--- src/rtl/f1_sweep_ctrl.sv ---
// Sweep sequencer for a 4-input function unit: walks all 16 {a,b,c,d} vectors,
// captures the unit output per vector and grades the table against a golden mask.
module f1_sweep_ctrl #(
  parameter int unsigned SETTLE   = 2,
  parameter logic [15:0] EXPECTED = 16'h0000
) (
  input  logic        clk,
  input  logic        rst_n,
  input  logic        start,
  input  logic        abort,
  input  logic        f_in,
  output logic        a,
  output logic        b,
  output logic        c,
  output logic        d,
  output logic        busy,
  output logic        done,
  output logic        pass,
  output logic [15:0] truth_table,
  output logic [15:0] mismatch_mask,
  output logic        fail_valid,
  output logic [3:0]  first_fail
);

  localparam int unsigned VW = 4;
  localparam int unsigned TW = 16;

  typedef enum logic {IDLE, RUN} state_t;

  state_t        state_q, state_d;
  logic [VW-1:0] vec_q, vec_d;
  logic [VW-1:0] cnt_q, cnt_d;
  logic [VW-1:0] abcd_q, abcd_d;
  logic          busy_q, busy_d;
  logic          done_q, done_d;
  logic          pass_q, pass_d;
  logic [TW-1:0] tt_q, tt_d;
  logic [TW-1:0] mm_q, mm_d;
  logic          fv_q, fv_d;
  logic [VW-1:0] ff_q, ff_d;
  logic          miss;

  // State and result registers
  always_ff @(posedge clk or negedge rst_n) begin
    if (!rst_n) begin
      state_q <= IDLE;
      vec_q   <= '0;
      cnt_q   <= '0;
      abcd_q  <= '0;
      busy_q  <= 1'b0;
      done_q  <= 1'b0;
      pass_q  <= 1'b0;
      tt_q    <= '0;
      mm_q    <= '0;
      fv_q    <= 1'b0;
      ff_q    <= '0;
    end else begin
      state_q <= state_d;
      vec_q   <= vec_d;
      cnt_q   <= cnt_d;
      abcd_q  <= abcd_d;
      busy_q  <= busy_d;
      done_q  <= done_d;
      pass_q  <= pass_d;
      tt_q    <= tt_d;
      mm_q    <= mm_d;
      fv_q    <= fv_d;
      ff_q    <= ff_d;
    end
  end

  // Next-state and result update
  always_comb begin
    state_d = state_q;
    vec_d   = vec_q;
    cnt_d   = cnt_q;
    abcd_d  = abcd_q;
    busy_d  = busy_q;
    done_d  = 1'b0;
    pass_d  = pass_q;
    tt_d    = tt_q;
    mm_d    = mm_q;
    fv_d    = fv_q;
    ff_d    = ff_q;
    miss    = f_in ^ EXPECTED[vec_q];

    case (state_q)
      IDLE: begin
        if (start && !abort) begin
          state_d = RUN;
          vec_d   = '0;
          cnt_d   = VW'(SETTLE);
          abcd_d  = '0;
          busy_d  = 1'b1;
          pass_d  = 1'b0;
          tt_d    = '0;
          mm_d    = '0;
          fv_d    = 1'b0;
          ff_d    = '0;
        end
      end
      RUN: begin
        if (abort) begin
          // Partial capture results are left visible for debug
          state_d = IDLE;
          vec_d   = '0;
          cnt_d   = '0;
          abcd_d  = '0;
          busy_d  = 1'b0;
          pass_d  = 1'b0;
        end else if (cnt_q != '0) begin
          cnt_d = cnt_q - VW'(1);
        end else begin
          tt_d[vec_q] = f_in;
          mm_d[vec_q] = miss;
          if (miss && !fv_q) begin
            fv_d = 1'b1;
            ff_d = vec_q;
          end
          if (vec_q != VW'(15)) begin
            vec_d  = vec_q + VW'(1);
            cnt_d  = VW'(SETTLE);
            abcd_d = vec_q + VW'(1);
          end else begin
            state_d = IDLE;
            vec_d   = '0;
            cnt_d   = '0;
            abcd_d  = '0;
            busy_d  = 1'b0;
            done_d  = 1'b1;
            pass_d  = (mm_d == '0);
          end
        end
      end
      default: state_d = IDLE;
    endcase
  end

  assign a             = abcd_q[3];
  assign b             = abcd_q[2];
  assign c             = abcd_q[1];
  assign d             = abcd_q[0];
  assign busy          = busy_q;
  assign done          = done_q;
  assign pass          = pass_q;
  assign truth_table   = tt_q;
  assign mismatch_mask = mm_q;
  assign fail_valid    = fv_q;
  assign first_fail    = ff_q;

endmodule

--- config.mk ---
export PLATFORM = sky130hd
export DESIGN_NAME = f1_sweep_ctrl
export DESIGN_NICKNAME = d
export VERILOG_FILES = /design/src/rtl/f1_sweep_ctrl.sv
export SDC_FILE = /design/constraint.sdc
export NUM_CORES = 1
export LEC_CHECK = 0
export ABC_AREA = 1
export CORE_MARGIN = 2
export CORE_UTILIZATION = 68
export DETAILED_ROUTE_END_ITERATION = 7
export DONT_BUFFER_PORTS = 1
export GPL_ROUTABILITY_DRIVEN = 0
export PLACE_DENSITY = 0.92
export RECOVER_POWER = 100
export SYNTH_ARGS = -nofsm -noshare
export SYNTH_HDL_FRONTEND = slang
export SYNTH_SLANG_ARGS = --single-unit
--- constraint.sdc ---
create_clock -name clk -period 3.6 [get_ports clk]
set_clock_uncertainty 0.15 [all_clocks]
set_input_delay 0.36 -clock clk [delete_from_list [all_inputs] [get_ports clk]]
set_output_delay 0.36 -clock clk [all_outputs]
set_load 0.02 [all_outputs]
## Yosys cells after proc, flatten, opt, wreduce, memory -nomap -nowiden

Memory sizes are Yosys's and may differ from the RTL's.
Cells that the tools add are included.

- Bits in registers: 49
- ROM bits: 16
- Word-level logic and storage cells: 84
- Memories kept: 1

Memory list:

| name | depth | width | rd ports | clocked after memory_dff | write ports | line | source |
|---|---|---|---|---|---|---|---|
| (name not given) | 16 | 1 | 1 | 0 | 0 | 85 | `miss = f_in ^ EXPECTED[vec_q];` |

- Reduce and logical (&&, ||, !) cells: 11
- $add $sub $neg: 2
- Eq/ne operators: 7
- Muxes and demuxes: 49
- Bitwise gates (word level): 2
- Order comparisons: 2

Operators with widths:

| cell | count |
|---|---|
| $mux W16 | 5 |
| $pmux W16 S2 | 2 |
| $mux W4 | 10 |
| $bwmux W16 | 2 |
| $pmux W4 S2 | 3 |
| $mux W1 | 21 |
| $logic_not A16 Y1 | 1 |
| $pmux W1 S2 | 4 |
| $ne A2 B2 Y1 const B | 3 |
| $ne A3 B3 Y1 const B | 2 |
| $reduce_and A3 Y1 | 2 |
| $lt A4 B5 Y1 const B | 1 |
| $add A4 B1 Y4 const B | 1 |
| $demux W1 S4 | 1 |
| $ge A4 B1 Y1 const B | 1 |
| $ne A4 B4 Y1 const B | 1 |
| $reduce_and A4 Y1 | 1 |
| $reduce_bool A4 Y1 | 1 |
| $sub A4 B1 Y4 const B | 1 |
| $logic_and A1 B1 Y1 | 3 |
| $logic_not A1 Y1 | 2 |
| $mux W2 | 1 |
| $ne A2 B1 Y1 const B | 1 |
| $reduce_and A2 Y1 | 1 |
| 2 further kinds | 2 |

## Depth between registers and ports, before layout

- Depth in word-level cells: 10
- Gate-level depth with buffers: 12

## Least setup slack after synthesis

OpenSTA, ideal clock, no wires.

- Path type: reg-to-reg
- Start point: register abcd_q[0] (netlist name)
- End point: register pass_q, in the netlist pass
- Cell stages (with the launch flop): 13
- Data arrival time: 1507 ps
- Data required time: 3385 ps
- Path slack: 1878 ps
- Setup time: 65 ps
- Cells stage by stage: dfrtp_1 -> inv_1 -> ha_1 -> buf_2 -> inv_1 -> nor2_1 -> nand2_1 -> nand2_1 -> nor2_1 -> nand2_1 -> nor2_1 -> nand3_1 -> nand2_1

RTL lines:

| what | line | source |
|---|---|---|
| end signal, assigned | 64 | `pass_q <= pass_d;` |
| end, declared | 36 | `logic pass_q, pass_d;` |

## Worst setup path in the final report

- Start point: register state_q
- End point: register tt_q[15], in the netlist truth_table[15]

- Word-level cells in the longest chain between the ends: 3
- Elaborated cells between the ends (all ways): 6

Ends and longest elaborated chain:

| what | line | source |
|---|---|---|
| start, declared | 30 | `state_t state_q, state_d;` |
| start signal, assigned | 58 | `state_q <= state_d;` |
| $not A1 Y1 | n/a |  |
| $ne A2 B2 Y1 (no source line) | n/a |  |
| $reduce_and A3 Y1 (no source line) | n/a |  |
| end signal, assigned | 65 | `tt_q <= tt_d;` |
| end, declared | 37 | `logic [TW-1:0] tt_q, tt_d;` |

Parallel ways exist; a longest one is shown, timed or not.
A chain may end at the register's enable or synchronous reset.

==> impl_metrics.json <==
{
  "drive_gt1_share_pct": 8.027,
  "first_pass_iters": 5,
  "leakagePower_nw": 1.290,
  "grt_pass1_wl_um": 10030,
  "netlist.area_leader.share_pct": 46.34,
  "die-area_mm2": 0.004406,
  "r2r_setup_slack_ps": 720,
  "antenna_found_initial": 0,
  "rsz0062_at_grt": "no",
  "grt_pass1_vias": 2074,
  "syn_to_final_growth_pct": -0.09440,
  "clk_pin_slew_worst_paths_ps": 90,
  "status": "completed",
  "port-buffer-count": 0,
  "drc": 0,
  "yosysWarnings": 0,
  "timing.max_cap.violations": 0,
  "synth.distinct_cells": 36,
  "worst_slack_ps": 723.0,
  "grt_util_all_layers_pct": 30.16,
  "tightestPinTransition_ps": 1077,
  "maxSlewViolCount": 0,
  "hold_class": "primary input to register",
  "synth_flop_cell": "dfrtp_1",
  "mostFrequentLayoutCells": "58 x nand2_1, 49 x dfrtp_1, 39 x nor2_1, 30 x o21ai_0, 19 x inv_1",
  "peakVddDrop_uv": 539.5,
  "core_region_area_mm2": 0.003689,
  "start_util_pct": 71.74,
  "finalHoldViolations": 0,
  "drt_iter0_drc": 243,
  "cts.sinks": 49,
  "slowest_delay_ps": 750,
  "worstSetupPathType": "register to register",
  "cp-end-kind": "register",
  "cts_buffers": 5,
  "post-route-min-period_ps": 2877,
  "async_reset_ff_share_pct": 100.0,
  "totalWireLength_um": 6075,
  "synth_area_mm2": 0.002646,
  "grt_max_degree": 50,
  "crit_arrival_ps": 2890,
  "ys_seq_area_share_pct": 46.34,
  "ys_ff_latch": 49,
  "worst-path-max-fanout": 34,
  "nNetsFinal": 309,
  "critPathLaunchType": "register",
  "overflow": 0,
  "dp_slack_ps": 1227,
  "clk_path_buf_depth": 2,
  "setup_viol": 0,
  "antenna_left": 0,
  "slowest_stage": "dfrtp_1",
  "crit_path_start": "state_q",
  "wl_per_cell_um": 17.51,
  "diodes": 0,
  "vias": 2204,
  "slew_headroom_pct": 28.06,
  "layout_commonest_cell": "nand2_1",
  "syn-mean-instance-area_um2": 8.592,
  "dpl.hpwl_um": 4118,
  "synth_nets": 319,
  "vias_per_cell": 6.352,
  "clockRootBuffer": "clkbuf_8",
  "crit_chain": "inv_6 -> a21oi_1 -> nand2_1 -> inv_2 -> o21ai_1 -> nand2_1 -> o41ai_2",
  "fmax_mhz": 347.6,
  "period_share_pct": 79.92,
  "clk_latency_ps": 310,
  "die_w_um": 66.38,
  "setup_tns_ps": 0,
  "cts_tree": "built",
  "cts-resized-gates": 0,
  "htree_levels": 2,
  "power_density_mw_per_mm2": 597.9,
  "die_h_um": 66.38,
  "num_rows": 22,
  "required_ps": 3610,
  "yosysTopAreaCell": "dfrtp_1",
  "cp_common_cell": "nand2_1",
  "fillers": 264,
  "ios": 49,
  "r2r_start": "state_q",
  "syn_inst": 308,
  "synthTopCellsByArea": "dfrtp_1 46%, nand2_1 7.9%, nor2_1 5.4%, o21ai_0 4.7%, a22o_1 4.0%",
  "synth-edff-count": 0,
  "hold_start": "f_in"
}
==> path summary, 6_finish.rpt <==
kind / to / cells past startpoint
max: truth_table[15] / 7
min reg2reg: cnt_q[0] / 1
min in group asynchronous: abcd_q[2] / 2
min: truth_table[14] / 2
max reg2reg: truth_table[15] / 7
max in group asynchronous: first_fail[0] / 2
==> Yosys cell counts, types with 2 or more instances <==
library cell   n
nor2_1        38
o21ai_1        7
nand3_1       17
buf_6          6
a2bb2oi_1      2
o21ai_0       25
inv_2          5
nor2_4         2
inv_1         17
a22o_1        12
buf_2          6
dfrtp_1       49
nand2_1       56
nand3_2        4
nand2_2        3
ha_1           6
o22ai_1        4
buf_4          3
nor3_1         3
a21oi_1       17
clkbuf_1       3
nand4_1        9
==> sequential cells by signal, summed over array words and instances, names as in the netlist <==
register and flops:
done 1, state_q 1, truth_table 16, pass 1, cnt_q 4, first_fail 4
mismatch_mask 16, fail_valid 1, abcd_q 4, busy 1
==> cell families after synthesis <==
logic type | count (synthesis) | synth area share, %
AOI/OAI and AO/OA | 74 | 17.73
xor gates and xnor gates | 1 | 0.3310
adders and majority gates | 6 | 2.837
buffers and inverters | 44 | 9.551
DFF | 49 | 46.34
and+or+nand+nor | 134 | 23.22
==> what timing repair did <==
item,in CTS,in global routing
hold buffers,2,0
setup buffers,0,0
hold endpoints to repair,49,0
==> critical path: cells and delay by family, from the launching register on <==
| family | cells | cell delay (ps) |
|---|---|---|
| AOI/OAI and AO/OA | 3 | 390 |
| buffers and inverters | 2 | 690 |
| DFF | 1 | 750 |
| and+or+nand+nor | 2 | 740 |
==> area by class of cell <==
class,instances,area [um^2],area share [%]
Inverter,25,106.4,4.023
Tap cell,48,60.06,2.272
Timing Repair Buffer,2,37.54,1.420
Sequential cell,49,1226,46.38
Clock buffer,6,72.57,2.745
Clock inverter,2,10.01,0.3786
Multi-Input combinational cell,215,1131,42.78
==> per-stage QoR <==
step / total power, mW / instances / hold WS [ps] / util (%) / area [um^2]
4_1_cts: 1.589 / 347 / 78.61 / 72.66 / 2680
6_report: 1.581 / 347 / 79.08 / 71.68 / 2644
5_1_grt: 1.678 / 347 / 78.81 / 71.68 / 2644
3_5_place_dp: 1.263 / 337 / -84.72 / 69.40 / 2560
3_3_place_gp: 1.233 / 337 / -84.56 / 69.40 / 2560
2_1_floorplan: 1.181 / 308 / -85.59 / - / 2646
==> routing by layer <==
metal | vias up | share of wire [%] | GRT usage (%)
met3 | 15 | 8.1 | 8.177
met2 | 105 | 48 | 48.50
met5 | - | 0 | 0
met4 | 0 | 2.3 | 12.24
li1 | 1025 | - | -
met1 | 1059 | 41 | 38.42
==> power breakdown <==
group	internal [mW]	switching, mW
clock	0.135	0.176
sequential	0.621	0.147
combinational	0.143	0.358
Note: power is estimated with default switching activity, not from simulation.
